===== config.mk =====
export PLATFORM = sky130hd
export DESIGN_NAME = adt7320_responder
export DESIGN_NICKNAME = d
export VERILOG_FILES = /design/src/rtl/adt7320_pkg.sv /design/src/rtl/spi_sync_edge.sv /design/src/rtl/adt7320_responder.sv
export SDC_FILE = /design/constraint.sdc
export NUM_CORES = 1
export LEC_CHECK = 0
export CAP_MARGIN = 20
export CORE_UTILIZATION = 55
export DETAILED_ROUTE_END_ITERATION = 10
export PLACE_DENSITY = 0.9
export SLEW_MARGIN = 10
export SYNTH_ARGS = -nofsm -noshare
export SYNTH_HDL_FRONTEND = slang
export SYNTH_SLANG_ARGS = --single-unit

===== constraint.sdc =====
create_clock -name clk -period 3.58 [get_ports clk]
set_input_delay 0.537 -clock clk [delete_from_list [all_inputs] [get_ports clk]]
set_output_delay 0.537 -clock clk [all_outputs]
set_load 0.01 [all_outputs]

===== src/rtl/adt7320_pkg.sv =====
// Shared definitions for the ADT7320-style SPI register responder.
package adt7320_pkg;

    localparam logic [2:0] ADDR_STATUS = 3'd0;
    localparam logic [2:0] ADDR_CONFIG = 3'd1;
    localparam logic [2:0] ADDR_TEMP   = 3'd2;
    localparam logic [2:0] ADDR_ID     = 3'd3;

    localparam logic [7:0] ID_DEFAULT  = 8'hC3;

    typedef enum logic [1:0] {
        IDLE = 2'd0,
        CMD  = 2'd1,
        DATA = 2'd2
    } state_t;

    // Index of the final data bit: the temperature word is 16 bits, all others 8.
    function automatic logic [3:0] last_bit(input logic [2:0] addr);
        return (addr == ADDR_TEMP) ? 4'd15 : 4'd7;
    endfunction

endpackage


===== src/rtl/spi_sync_edge.sv =====
// Two-flop synchronisers for cs/sclk/din plus cs-fall and sclk rise/fall strobes.
module spi_sync_edge (
    input  logic clk,
    input  logic reset,
    input  logic cs,
    input  logic sclk,
    input  logic din,
    output logic cs_s,
    output logic din_s,
    output logic cs_fall,
    output logic sclk_rise,
    output logic sclk_fall
);

    logic [1:0] cs_q, sclk_q, din_q;
    logic       cs_prev_q, sclk_prev_q;
    logic [2:0] fill_q;

    always_ff @(posedge clk or negedge reset) begin
        if (!reset) begin
            cs_q        <= '1;
            sclk_q      <= '1;
            din_q       <= '0;
            cs_prev_q   <= 1'b1;
            sclk_prev_q <= 1'b1;
            fill_q      <= '0;
        end else begin
            cs_q        <= {cs_q[0], cs};
            sclk_q      <= {sclk_q[0], sclk};
            din_q       <= {din_q[0], din};
            cs_prev_q   <= cs_q[1];
            sclk_prev_q <= sclk_q[1];
            fill_q      <= {fill_q[1:0], 1'b1};
        end
    end

    // Edges are only trusted once the pipeline holds real samples, so a cs
    // held low across reset does not look like a fresh falling edge.
    assign cs_s      = cs_q[1];
    assign din_s     = din_q[1];
    assign cs_fall   = fill_q[2] &  cs_prev_q   & ~cs_q[1];
    assign sclk_rise = fill_q[2] & ~sclk_prev_q &  sclk_q[1];
    assign sclk_fall = fill_q[2] &  sclk_prev_q & ~sclk_q[1];

endmodule


===== src/rtl/adt7320_responder.sv =====
// SPI mode-3 register responder (config/temp/ID). Define ADT7320_SWRESET_EN to
// enable the 32-ones software reset.
module adt7320_responder
    import adt7320_pkg::*;
#(
    parameter logic [7:0] ID_VALUE     = ID_DEFAULT,
    parameter logic [7:0] CONFIG_RESET = 8'h00
) (
    input  logic        clk,
    input  logic        reset,
    input  logic        cs,
    input  logic        sclk,
    input  logic        din,
    output logic        dout,
    output logic        dout_oe,
    input  logic [15:0] temp_in,
    output logic [7:0]  config_out,
    output logic        xfer_done
);

    logic cs_s, din_s, cs_fall, sclk_rise, sclk_fall;

    spi_sync_edge u_sync (
        .clk       (clk),
        .reset     (reset),
        .cs        (cs),
        .sclk      (sclk),
        .din       (din),
        .cs_s      (cs_s),
        .din_s     (din_s),
        .cs_fall   (cs_fall),
        .sclk_rise (sclk_rise),
        .sclk_fall (sclk_fall)
    );

    state_t      state_q, state_d;
    logic [3:0]  bit_cnt_q, bit_cnt_d;
    logic [3:0]  last_q, last_d;
    logic [6:0]  sr_q, sr_d;
    logic        rd_q, rd_d;
    logic [2:0]  addr_q, addr_d;
    logic [15:0] temp_sh_q, temp_sh_d;
    logic [7:0]  config_q, config_d;
    logic        dout_q, dout_d;
    logic        xfer_done_q, xfer_done_d;
    logic [15:0] rdata;
    logic        swrst;

`ifdef ADT7320_SWRESET_EN
    logic [4:0] ones_q, ones_d;

    always_ff @(posedge clk or negedge reset) begin
        if (!reset) ones_q <= '0;
        else        ones_q <= ones_d;
    end

    always_comb begin
        ones_d = ones_q;
        if (state_q == IDLE || cs_s || (sclk_rise && !din_s)) ones_d = '0;
        else if (sclk_rise)                                   ones_d = ones_q + 5'd1;
    end

    assign swrst = sclk_rise && din_s && (ones_q == 5'd31) && (state_q != IDLE) && !cs_s;
`else
    assign swrst = 1'b0;
`endif

    always_ff @(posedge clk or negedge reset) begin
        if (!reset) begin
            state_q     <= IDLE;
            bit_cnt_q   <= '0;
            last_q      <= '0;
            sr_q        <= '0;
            rd_q        <= 1'b0;
            addr_q      <= '0;
            temp_sh_q   <= '0;
            config_q    <= CONFIG_RESET;
            dout_q      <= 1'b1;
            xfer_done_q <= 1'b0;
        end else begin
            state_q     <= state_d;
            bit_cnt_q   <= bit_cnt_d;
            last_q      <= last_d;
            sr_q        <= sr_d;
            rd_q        <= rd_d;
            addr_q      <= addr_d;
            temp_sh_q   <= temp_sh_d;
            config_q    <= config_d;
            dout_q      <= dout_d;
            xfer_done_q <= xfer_done_d;
        end
    end

    always_comb begin
        rdata = '0;
        case (addr_q)
            ADDR_CONFIG: rdata = {config_q, 8'h00};
            ADDR_TEMP:   rdata = temp_sh_q;
            ADDR_ID:     rdata = {ID_VALUE, 8'h00};
            default:     rdata = '0;
        endcase
    end

    always_comb begin
        state_d     = state_q;
        bit_cnt_d   = bit_cnt_q;
        last_d      = last_q;
        sr_d        = sr_q;
        rd_d        = rd_q;
        addr_d      = addr_q;
        temp_sh_d   = temp_sh_q;
        config_d    = config_q;
        dout_d      = dout_q;
        xfer_done_d = 1'b0;

        case (state_q)
            IDLE: begin
                bit_cnt_d = '0;
                dout_d    = 1'b1;
                if (cs_fall) state_d = CMD;
            end
            CMD: begin
                dout_d = 1'b1;
                if (sclk_rise) begin
                    sr_d      = {sr_q[5:0], din_s};
                    bit_cnt_d = bit_cnt_q + 4'd1;
                    // Command byte is {sr_q[6:0], din_s}: bit6 read, bits5:3 address.
                    if (bit_cnt_q == 4'd7) begin
                        rd_d      = sr_q[5];
                        addr_d    = sr_q[4:2];
                        last_d    = last_bit(sr_q[4:2]);
                        temp_sh_d = temp_in;
                        bit_cnt_d = '0;
                        state_d   = DATA;
                    end
                end
            end
            DATA: begin
                if (!rd_q)          dout_d = 1'b1;
                else if (sclk_fall) dout_d = rdata[4'd15 - bit_cnt_q];
                if (sclk_rise) begin
                    sr_d      = {sr_q[5:0], din_s};
                    bit_cnt_d = bit_cnt_q + 4'd1;
                    if (bit_cnt_q == last_q) begin
                        state_d     = CMD;
                        bit_cnt_d   = '0;
                        xfer_done_d = 1'b1;
                        if (!rd_q && addr_q == ADDR_CONFIG) config_d = {sr_q[6:0], din_s};
                    end
                end
            end
            default: state_d = IDLE;
        endcase

        if (swrst) begin
            config_d    = CONFIG_RESET;
            state_d     = CMD;
            bit_cnt_d   = '0;
            xfer_done_d = 1'b0;
        end

        // cs high wins over everything, including a data phase finishing this cycle.
        if (state_q != IDLE && cs_s) begin
            state_d     = IDLE;
            bit_cnt_d   = '0;
            dout_d      = 1'b1;
            xfer_done_d = 1'b0;
            config_d    = config_q;
        end
    end

    assign dout       = dout_q;
    assign dout_oe    = (state_q != IDLE) && !cs_s;
    assign config_out = config_q;
    assign xfer_done  = xfer_done_q;

endmodule

Yosys cells after proc, flatten, opt, wreduce, memory -nomap -nowiden:

Cells that the tools add are included.

* eq/ne operators: 14
* muxes and demuxes: 25
* $add $sub $neg: 2
* bitwise operators: 10
* reductions and logical operators: 17
* order comparisons: 1

Operators with widths (count)
* $pmux W16 S3: 1
* $mux W4: 6
* $ne A3 B3 Y1 const B: 5
* $mux W2: 6
* $pmux W4 S3: 1
* $reduce_and A5 Y1: 2
* $eq A3 B2 Y1 const B: 3
* $mux W1: 8
* $and A1 B1 Y1: 6
* $pmux W2 S3: 1
* $reduce_and A3 Y1: 2
* $lt A4 B5 Y1 const B: 1
* $add A4 B1 Y4 const B: 1
* $bmux W1 S4: 1
* $eq A4 B3 Y1 const B: 1
* $eq A4 B4 Y1: 1
* $ne A4 B4 Y1 const B: 1
* $not A1 Y1: 4
* $reduce_and A2 Y1: 2
* $reduce_bool A4 Y1: 1
* $reduce_or A2 Y1: 2
* $sub A4 B4 Y4 const A: 1
* $eq A3 B1 Y1 const B: 1
* $logic_and A1 B1 Y1: 3
* 7 further kinds: 8

* word-level logic and storage cells: 85
* register bits: 58

Depth between registers and ports, before layout:

Gate-level depths: netlist of the first run.

* depth in word-level cells: 8
* depth in mapped cells: 8

By module:

Synthesis of the first run repeated with hierarchy kept, for this count alone.

* cells, all modules: 208
* area total of the unflattened synthesis: 2555.0 um2

By module, submodules not included
* adt7320_responder: area each 2242.2 um2, sequential area each 1127.3 um2, cells each 193, instances 1
* spi_sync_edge: area each 312.8 um2, sequential area each 282.8 um2, cells each 15, instances 1

Worst setup path after synthesis of the first run:

No wires, ideal clock.

* path kind: reg2reg
* start: register state_q[0]
* end: register dout_q (netlist: dout)
* cell stages (with the launch flop): 8
* buffers on the path: 1
* data arrival time: 1.908 ns
* period minus slack after synthesis: 1.998 ns
* setup time: 0.091 ns
* data required time: 3.489 ns
* path slack: 1.582 ns
* cells stage by stage: dfrtp_1 -> inv_1 -> ha_1 -> clkbuf_1 -> inv_1 -> or4b_2 -> o32ai_1 -> o41ai_1

* longest elaborated chain between the ends: 4

RTL lines
* start, declared: RTL line adt7320_responder.sv:36 `state_t state_q, state_d;`
* start signal, assigned: RTL line adt7320_responder.sv:81 `state_q <= state_d;`
* $eq A2 B1 Y1, or another cell as far along: RTL line adt7320_responder.sv:116 `case (state_q)`
* $reduce_or A2 Y1 (no source line) / $logic_and A1 B1 Y1 (equally long branches)
* $pmux W1 S2, or another cell as far along: RTL line adt7320_responder.sv:116
* $mux W1 / $reduce_and A2 Y1 (equally long branches)
* end signal, assigned: RTL line adt7320_responder.sv:89 `dout_q <= dout_d;`
* end, declared: RTL line adt7320_responder.sv:44 `logic dout_q, dout_d;`

Several ways; a longest one is shown, not always the timed one.
A chain may end at the register's enable or synchronous reset.

Worst setup path after layout of the first run:

* start: register bit_cnt_q[0]
* end: register temp_sh_q[0]

* longest elaborated chain between the ends: 2

RTL lines
* start, declared: RTL line adt7320_responder.sv:37 `logic [3:0] bit_cnt_q, bit_cnt_d;`
* start signal, assigned: RTL line adt7320_responder.sv:82 `bit_cnt_q <= bit_cnt_d;`
* $eq A4 B3 Y1: RTL line adt7320_responder.sv:128 `if (bit_cnt_q == 4'd7) begin`
* $reduce_and A3 Y1 (no source line)
* end signal, assigned: RTL line adt7320_responder.sv:87 `temp_sh_q <= temp_sh_d;`
* end, declared: RTL line adt7320_responder.sv:42 `logic [15:0] temp_sh_q, temp_sh_d;`

Every way passes these cells.

==> impl_metrics.toml, run 1 <==
[status]
outcome = "finished with violations"
failing_checks = "DRC"

[sta]
grt_setup_unrepaired = "false"
period_minus_slack_ns = 2.41
finalSetupViolations = 0
final.setup.tns_ns = 0
post-route-period-util = 0.673
tightest_slew_ns = 0.969
final-hold-violation-count = 0
max-slew-margin-rel = 0.354
report.final.slew_viol_count = 0
final.setup_skew_ns = 0.00704
setup_ws_ns = 1.17
maxClockFrequency_mhz = 415

[run]
max_cap_violations = 0

[detailed_routing]
wl_met2_um = 2400
routedLengthMet1_um = 2270
topRoutingLayerUsed = "met4"
drtAntennaViolNets = 0
route.detailed.drc = 1
vias_per_cell = 6.07
vias_post_dr = 1753
initialDrtViolationCount = 133
met3_wirelength_um = 257
drtPass1Iterations = 7
wire_per_inst_um = 17.5
wire_length_after_detailed_routing_um = 5060

[final_layout]
finish.net_count = 261
final_layout_size_suffix_gt1_frac = 0.241
finalCoreUtilization = 0.686
n_antenna_cell = 0
n_fill_cell = 298
layout.area.seq_um2 = 1410
multi_input_area_um2 = 1130
area_growth_syn_to_layout_pct = 17.1

[pwr]
vdd_drop_max_mv = 0.277
p_sw_mw = 0.475
seqPwrFrac = 0.492
p_clk_frac = 0.265
p_leak_nw = 1.31
p_int_mw = 1.09
p_comb_frac = 0.243
power.density_cell_area_nw_per_um2 = 510
power.switching_fraction = 0.303

[global_route]
number_of_global_route_vias_before_repair = 1751
antenna_found_initial = 0
gr-usage-all-layers = 0.222
largest_net_degree_at_the_start_of_global_routing = 36
wire_length_of_the_first_global_routing_pass_um = 8480
grt_overflow_total = 0

[synthesis]
yosys_register_bits = 56
cells_after_synthesis = 207
netlist_area_um2 = 2620
yosys_warnings = 0
largest_family_of_logic_cells_by_synthesized_area = "multiplexers"
yosys.area.top_type = "sky130_fd_sc_hd__dfrtp_1"
syn_avg_cell_area_um2 = 12.7
synth.net_count = 232
synth_top_cell_area_share = 0.468
synthTopCellsByArea = "sky130_fd_sc_hd__dfrtp_1 47%, sky130_fd_sc_hd__mux2_2 14%, sky130_fd_sc_hd__dfstp_2 7.0%"
muxShareOfSynthArea = 0.190
synthSimpleGateAreaFrac = 0.128
synth_cell_types = 50
synth-edff-count = 0
synth_async_sr_flop_share = 1.00
synthAdderAreaFrac = 0.0191
synth-seq-area-share = 0.538
share_of_the_synthesized_area_in_compound_gates_ao_oa_aoi_oai = 0.0902
synth-main-ff-cell = "sky130_fd_sc_hd__dfrtp_1"
synth-xor-area-share = 0.00334

[setup_path]
critical_path_buf_inv_count = 0
timing.critical_path.to_type = "register"
path_cells = "ha_1, nand3b_1, or3_1, mux2_2"
crit_type = "register to register"
critical-path-slowest-cell = "sky130_fd_sc_hd__or3_1"
critical_path.max_fanout = 23
cpLargestDelayFamily = "simple AND/OR/NAND/NOR gates"
timing.critical_path.slowest_cell_delay_ns = 0.74
required_time_of_the_worst_setup_path_ns = 3.78
crit_arrival_ns = 2.61
critical_path.startpoint_type = "register"

[placed_design]
setup_slack_after_placement_ns = 1.19
gp_routability_congestion = 0.821
dpl.hpwl_um = 3540
io_buffer_count = 31

[clock_network]
cts_root_buf = "sky130_fd_sc_hd__clkbuf_8"
clock_tree.buffer_depth = 2
cts_max_level = 2
clock_latency_ns = 0.32
cts_tree = "yes"
cts.clk_slew.worst_paths_ns = 0.10
numCtsBuffers = 5
ctsResizeCount = 0
hold_buffers = 0
clock_sinks = 56
cts_post_setup_buffers_inserted = 0

[floorplanning]
floorplan.die_area_um2 = 5050
placeableCoreArea_um2 = 4470
initial_utilization = 0.586
die_y_um = 71.1
io-pin-count = 32
die_w_um = 71.1
rows = 24

[hold_path]
min-delay-path-class = "primary input to async pin"
## stage by stage
| step | std cells | hold WS, ns | area, um^2 | power [mW] |
|---|---|---|---|---|
| finish | 289 | 0.177 | 3070 | 1.57 |
| floorplan | 207 | 0.241 | 2620 | 1.05 |
| global route | 289 | 0.213 | 3070 | 1.64 |
| global placement | 281 | 0.332 | 2960 | 1.14 |
| detailed placement | 281 | 0.335 | 2960 | 1.16 |
| CTS | 289 | 0.195 | 3070 | 1.57 |
## layer usage
layer / vias to the layer above / track usage
met2: 56 / 0.343
met1: 860 / 0.314
met5: - / 0
met4: 0 / 0.0889
met3: 12 / 0.0413
li1: 825 / -
## registers in the layout (all words and copies together) (netlist names)
name                flops
addr_q                  3
bit_cnt_q               4
config_out              8
dout                    1
last_q                  2
rd_q                    1
sr_q                    7
state_q                 2
temp_sh_q              16
u_sync.cs_prev_q        1
u_sync.cs_q             2
u_sync.din_q            2
u_sync.fill_q           3
u_sync.sclk_prev_q      1
u_sync.sclk_q           2
xfer_done               1
## worst reg2reg max path: stages, from the launching register on
cell                       delay (ns)
sky130_fd_sc_hd__dfrtp_1         0.70
sky130_fd_sc_hd__ha_1            0.29
sky130_fd_sc_hd__nand3b_1        0.13
sky130_fd_sc_hd__or3_1           0.74
sky130_fd_sc_hd__mux2_2          0.44
## cell usage in the layout (no fill, tap or decap), types with 2 or more instances in the layout
cell / n
sky130_fd_sc_hd__dfrtp_1: 49
sky130_fd_sc_hd__mux2_2: 33
sky130_fd_sc_hd__clkdlybuf4s50_1: 30
sky130_fd_sc_hd__inv_1: 10
sky130_fd_sc_hd__nand2_1: 8
sky130_fd_sc_hd__nand3b_1: 8
sky130_fd_sc_hd__nor2_1: 7
sky130_fd_sc_hd__dfstp_2: 7
sky130_fd_sc_hd__mux2i_1: 6
sky130_fd_sc_hd__nand2b_1: 5
sky130_fd_sc_hd__clkbuf_8: 5
sky130_fd_sc_hd__nor4_1: 4
sky130_fd_sc_hd__o21ai_0: 4
sky130_fd_sc_hd__ha_1: 4
sky130_fd_sc_hd__nor3_1: 3
sky130_fd_sc_hd__nand3_1: 3
sky130_fd_sc_hd__a21oi_1: 3
sky130_fd_sc_hd__or3_1: 2
sky130_fd_sc_hd__mux2_1: 2
sky130_fd_sc_hd__or2_2: 2
sky130_fd_sc_hd__a22oi_1: 2
sky130_fd_sc_hd__a22o_1: 2
sky130_fd_sc_hd__a2111oi_0: 2
sky130_fd_sc_hd__nand4b_1: 2
sky130_fd_sc_hd__o32ai_1: 2
sky130_fd_sc_hd__mux4_2: 2
sky130_fd_sc_hd__nor3b_1: 2
## path summary, 6_finish.rpt
kind / start / end / slack (ns) / depth (start not counted)
setup / recovery: bit_cnt_q[0] / temp_sh_q[0] / 1.17 / 4
hold / removal: reset / temp_sh_q[8] / 0.18 / 1
setup reg to reg: bit_cnt_q[0] / temp_sh_q[0] / 1.17 / 4
hold reg to reg: u_sync.fill_q[0] / u_sync.fill_q[1] / 0.36 / 0
max in group asynchronous: reset / last_q[2] / 2.58 / 2
min in group clk: u_sync.fill_q[0] / u_sync.fill_q[1] / 0.36 / 0
## area by class of cell
cell class,instances,share of cell area
clock buffer,6,0.0236
clock inverter,2,0.0126
inverter,10,0.0122
multi-input combinational,131,0.369
sequential,56,0.459
tap,52,0.0212
timing repair buffer,32,0.102
## cell usage after synthesis, types with 2 or more instances
cell	instances
sky130_fd_sc_hd__clkbuf_1	7
sky130_fd_sc_hd__nor3_1	3
sky130_fd_sc_hd__a22o_1	2
sky130_fd_sc_hd__dfstp_2	7
sky130_fd_sc_hd__nand3b_1	8
sky130_fd_sc_hd__mux2i_1	6
sky130_fd_sc_hd__buf_2	3
sky130_fd_sc_hd__or2_2	2
sky130_fd_sc_hd__mux4_2	2
sky130_fd_sc_hd__nand2b_1	5
sky130_fd_sc_hd__nor4_1	4
sky130_fd_sc_hd__nand2_1	8
sky130_fd_sc_hd__nor2_1	7
sky130_fd_sc_hd__inv_1	10
sky130_fd_sc_hd__nand3_1	3
sky130_fd_sc_hd__ha_1	4
sky130_fd_sc_hd__dfrtp_1	49
sky130_fd_sc_hd__a2111oi_0	2
sky130_fd_sc_hd__o21ai_0	4
sky130_fd_sc_hd__or3_1	2
sky130_fd_sc_hd__nor3b_1	2
sky130_fd_sc_hd__mux2_2	33
sky130_fd_sc_hd__mux2_1	2
sky130_fd_sc_hd__nand4b_1	2
sky130_fd_sc_hd__o32ai_1	2
sky130_fd_sc_hd__a21oi_1	3
sky130_fd_sc_hd__a22oi_1	2
## power by group through the flow
stage	clock network, mW	registers, mW	logic [mW]
2_1_floorplan	0	0.745	0.301
3_3_place_gp	0	0.775	0.367
3_5_place_dp	0	0.782	0.378
4_1_cts	0.420	0.770	0.380
5_1_grt	0.444	0.781	0.419
6_report	0.414	0.770	0.381
## cell families after synthesis
kind of cell	count (synthesis)
other	1
AO/OA/AOI/OAI	29
multiplexers	43
buffers and inverters	20
flip-flops	56
adder cells (fa/ha/maj)	4
XOR/XNOR	1
AND/OR/NAND/NOR	53
Power figures use the tool's default switching activity.
==> run 2, diff against run 1 <==
- clock period: 3.58 -> 2.5 ns (I/O delays scaled with it)
==> impl_metrics.toml, run 2 (synthesized netlist as in run 1, its figures left out) <==
[sta]
final-hold-violation-count = 0
setup_ws_ns = 0.341
maxClockFrequency_mhz = 463
tightest_slew_ns = 0.515
period_minus_slack_ns = 2.16
final.setup.tns_ns = 0
report.final.slew_viol_count = 0
max-slew-margin-rel = 0.657
post-route-period-util = 0.864
grt_setup_unrepaired = "false"
finalSetupViolations = 0
final.setup_skew_ns = 0.00593

[setup_path]
r2r-end = "dout"
critical_path.max_fanout = 8
critical-path-slowest-cell = "sky130_fd_sc_hd__or4b_2"
critical_path.startpoint_type = "register"
path_cells = "inv_1, ha_1, nand2b_1, or4b_2, o32ai_1, o41ai_1"
required_time_of_the_worst_setup_path_ns = 2.74
timing.critical_path.slowest_cell_delay_ns = 0.61
setup_slack_reg_to_reg_ns = 0.34
rr_startpoint = "state_q[0]"
crit_type = "register to register"
crit_arrival_ns = 2.40
timing.critical_path.to_type = "register"
worst-r2r-cell-count = 6

[placed_design]
dpl.hpwl_um = 3720
io_buffer_count = 31
place.detailed.instances = 285
setup_slack_after_placement_ns = 0.379
gp_routability_congestion = 0.906

[floorplanning]
placeableCoreArea_um2 = 4470
die_y_um = 71.1
floorplan.die_area_um2 = 5050
die_w_um = 71.1
initial_utilization = 0.586
rows = 24
io-pin-count = 32

[detailed_routing]
vias_post_dr = 1820
drtPass1Iterations = 7
wl_met2_um = 2430
routedLengthMet1_um = 2280
drtAntennaViolNets = 0
wire_per_inst_um = 17.6
met3_wirelength_um = 288
vias_per_cell = 6.21
initialDrtViolationCount = 138
wire_length_after_detailed_routing_um = 5150
topRoutingLayerUsed = "met4"
route.detailed.drc = 1

[clock_network]
cts_root_buf = "sky130_fd_sc_hd__clkbuf_8"
cts_max_level = 2
clock_sinks = 56
clock_latency_ns = 0.31
clock_tree.buffer_depth = 2
cts.clk_slew.worst_paths_ns = 0.10
hold_buffers = 0
numCtsBuffers = 5
ctsResizeCount = 0
cts_tree = "yes"
cts_post_setup_buffers_inserted = 0

[status]
outcome = "finished with violations"
failing_checks = "DRC"

[final_layout]
finish.net_count = 265
finalCoreUtilization = 0.688
max_flop_register = "temp_sh_q"
n_fill_cell = 336
largest_register_ff_count = 16
fin_cells = 293
n_antenna_cell = 0
layout.area.seq_um2 = 1410
layout.cells.most_common_list = "49 x sky130_fd_sc_hd__dfrtp_1, 33 x sky130_fd_sc_hd__mux2_2, 30 x sky130_fd_sc_hd__clkdlybuf4s50_1"
area_growth_syn_to_layout_pct = 17.4
final_common_cell = "sky130_fd_sc_hd__dfrtp_1"
multi_input_area_um2 = 1130
final_layout_size_suffix_gt1_frac = 0.257

[global_route]
grt_overflow_total = 0
number_of_global_route_vias_before_repair = 1804
antenna_found_initial = 0
gr-usage-all-layers = 0.229
wire_length_of_the_first_global_routing_pass_um = 8710
largest_net_degree_at_the_start_of_global_routing = 26

[hold_path]
min-delay-path-class = "primary input to async pin"

[pwr]
vdd_drop_max_mv = 0.452
p_leak_nw = 1.32
post-layout-total-power_mw = 2.18
power.density_cell_area_nw_per_um2 = 707

[run]
max_cap_violations = 0
[run 2: changes by cell type in the layout (fill, tap and decap cells not counted)]
cell / delta
sky130_fd_sc_hd__clkinv_2: +1
sky130_fd_sc_hd__clkinvlp_4: +1
sky130_fd_sc_hd__clkbuf_1: -1
sky130_fd_sc_hd__buf_4: +4
sky130_fd_sc_hd__bufinv_16: -1
[run 2: final cells by class]
cell class              instances  area share
clock inverters                 3     0.00691
flip-flops and latches         56       0.458
repair buffers                 36       0.111
clock buffers                   5      0.0223
multi-input cells             131       0.368
inverters                      10      0.0122
well taps                      52      0.0211
[run 2: routing by layer]
metal,up-vias,global-route usage
li1,831,-
met1,912,0.303
met2,63,0.362
met3,14,0.0541
met4,0,0.107
met5,-,0
[run 2: stage by stage]
stage	area (um^2)	hold slack, ns
floorplan	2620	0.0794
global placement	2990	0.332
detailed placement	2990	0.339
CTS	3080	0.0352
global route	3080	0.0579
finish	3080	0.0224
[run 2: how the worst max path moves through the flow]
stage,depth (start not counted),end,from,slack [ns]
after detailed placement,6,dout,state_q[0],0.38
after floorplan,7,dout,state_q[0],0.50
final,6,dout,state_q[0],0.34
after global routing,6,dout,state_q[0],0.18
after global placement,6,dout,state_q[0],0.46
after CTS,6,dout,state_q[0],0.36
[run 2: where the power goes]
group          internal [mW]  switching [mW]  total, mW
logic                  0.276           0.335      0.611
clock network          0.199           0.296      0.495
registers              0.994          0.0784       1.07
[run 2: worst max-delay path: cells and delay by family (launching register included)]
| kind | cells | cell delay [ns] |
|---|---|---|
| AND/OR/NAND/NOR | 2 | 0.96 |
| flip-flops | 1 | 0.41 |
| AO/OA/AOI/OAI | 2 | 0.35 |
| adder cells (fa/ha/maj) | 1 | 0.25 |
| buffers and inverters | 1 | 0.11 |
==> run 3, diff against run 2 <==
- CORE_MARGIN: unset -> 5
==> impl_metrics.toml, run 3 (synthesized netlist as in run 1, its figures left out) <==
[detailed_routing]
vias_per_cell = 6.05
wire_per_inst_um = 17.6
initialDrtViolationCount = 169
vias_post_dr = 1785
wire_length_after_detailed_routing_um = 5200
route.detailed.drc = 0
drtAntennaViolNets = 0
drtPass1Iterations = 4

[setup_path]
path_cells = "inv_1, ha_1, nand2b_1, or4b_2, o32ai_1, o41ai_1"
crit_type = "register to register"
timing.critical_path.slowest_cell_delay_ns = 0.61
critical-path-slowest-cell = "sky130_fd_sc_hd__or4b_2"
crit_arrival_ns = 2.42
required_time_of_the_worst_setup_path_ns = 2.74
r2r-end = "dout"
cpLargestDelayFamily = "simple AND/OR/NAND/NOR gates"
rr_startpoint = "state_q[0]"
worst-r2r-cell-count = 6
critical_path.max_fanout = 8
critical_path.startpoint_type = "register"
critical_path_buf_inv_count = 1
setup_slack_reg_to_reg_ns = 0.33
timing.critical_path.to_type = "register"

[sta]
final.setup.tns_ns = 0
maxClockFrequency_mhz = 460
grt_setup_unrepaired = "false"
tightest_slew_ns = 0.594
finalSetupViolations = 0
max-slew-margin-rel = 0.604
period_minus_slack_ns = 2.17
report.final.slew_viol_count = 0
final-hold-violation-count = 0
post-route-period-util = 0.870
final.setup_skew_ns = 0.0121

[status]
outcome = "completed"

[floorplanning]
placeableCoreArea_um2 = 4660
floorplan.die_area_um2 = 6250
initial_utilization = 0.563
rows = 25
die_y_um = 79.1
io-pin-count = 32
die_w_um = 79.1

[global_route]
gr-usage-all-layers = 0.183
largest_net_degree_at_the_start_of_global_routing = 30
wire_length_of_the_first_global_routing_pass_um = 8850
antenna_found_initial = 0
number_of_global_route_vias_before_repair = 1816
grt_overflow_total = 0

[final_layout]
finish.instance_area_um2 = 3090
finish.net_count = 265
n_fill_cell = 330
max_flop_register = "temp_sh_q"
layout.cells.most_common_list = "49 x sky130_fd_sc_hd__dfrtp_1, 33 x sky130_fd_sc_hd__mux2_2, 30 x sky130_fd_sc_hd__clkdlybuf4s50_1"
n_antenna_cell = 0
final_common_cell = "sky130_fd_sc_hd__dfrtp_1"
final_layout_size_suffix_gt1_frac = 0.257
largest_register_ff_count = 16
area_growth_syn_to_layout_pct = 17.7

[clock_network]
clock_latency_ns = 0.32
cts_max_level = 2
cts_post_setup_buffers_inserted = 0
cts.clk_slew.worst_paths_ns = 0.11
hold_buffers = 0
ctsResizeCount = 0
clock_tree.buffer_depth = 2
cts_tree = "yes"
numCtsBuffers = 5
cts_root_buf = "sky130_fd_sc_hd__clkbuf_8"
clock_sinks = 56

[pwr]
p_sw_mw = 0.727
vdd_drop_max_mv = 0.492
seqPwrFrac = 0.485
p_clk_frac = 0.237
power.switching_fraction = 0.330
p_int_mw = 1.48
p_leak_nw = 1.31
p_comb_frac = 0.278
power.density_cell_area_nw_per_um2 = 714

[placed_design]
place_area_um2 = 2990
dpl.hpwl_um = 3790
gp_routability_congestion = 0.894
io_buffer_count = 31

[hold_path]
min-delay-path-class = "primary input to async pin"

[run]
max_cap_violations = 0
[run 3: cell count changes in the layout (fill, tap and decap cells not counted)]
cell / before / now
sky130_fd_sc_hd__clkinv_2: 1 / 0
sky130_fd_sc_hd__clkinvlp_4: 1 / 2
sky130_fd_sc_hd__inv_6: 1 / 0
sky130_fd_sc_hd__inv_8: 0 / 1
[run 3: worst max-delay path by stage]
stage / to / slack, ns / start / depth (start not counted)
after CTS: dout / 0.33 / state_q[0] / 6
after global placement: config_out[5] / 0.42 / bit_cnt_q[2] / 4
final: dout / 0.33 / state_q[0] / 6
after global routing: dout / 0.19 / state_q[0] / 6
after detailed placement: dout / 0.35 / state_q[0] / 6
after floorplan: dout / 0.50 / state_q[0] / 7
[run 3: area by class of cell]
cell class,count,area [um^2],area share
clock buffers,5,68.8,0.0223
clock inverters,3,26.3,0.00851
inverters,10,37.5,0.0122
multi-input cells,131,1130,0.367
flip-flops and latches,56,1410,0.457
well taps,54,67.6,0.0219
repair buffers,36,343,0.111
[run 3: power by group through the flow]
stage               clock [mW]  sequential, mW  combinational (mW)
finish                   0.522            1.07               0.613
global placement             0            1.08               0.588
global route             0.569            1.08               0.676
detailed placement           0            1.09               0.602
floorplan                    0            1.07               0.430
CTS                      0.530            1.07               0.612
[run 3: metal layers]
layer | up-vias | share of wire | track usage
met2 | 56 | 0.49 | 0.285
met1 | 894 | 0.44 | 0.257
met3 | 7 | 0.053 | 0.0363
met5 | - | 0 | 0
met4 | 0 | 0.016 | 0.0670
li1 | 828 | - | -
[run 3: worst register-to-register path, stage by stage (launching register included)]
cell	delay [ns]
sky130_fd_sc_hd__dfrtp_1	0.43
sky130_fd_sc_hd__inv_1	0.10
sky130_fd_sc_hd__ha_1	0.24
sky130_fd_sc_hd__nand2b_1	0.33
sky130_fd_sc_hd__or4b_2	0.62
sky130_fd_sc_hd__o32ai_1	0.26
sky130_fd_sc_hd__o41ai_1	0.12
[run 3: through the flow]
| step | cells | hold WS, ns | worst slack [ns] | util | power [mW] |
|---|---|---|---|---|---|
| floorplan | 207 | 0.0794 | 0.502 | - | 1.50 |
| global placement | 287 | 0.333 | 0.419 | 0.642 | 1.67 |
| detailed placement | 287 | 0.337 | 0.350 | 0.642 | 1.69 |
| CTS | 295 | 0.0647 | 0.326 | 0.662 | 2.21 |
| global route | 295 | 0.0864 | 0.190 | 0.662 | 2.33 |
| finish | 295 | 0.0476 | 0.326 | 0.662 | 2.20 |
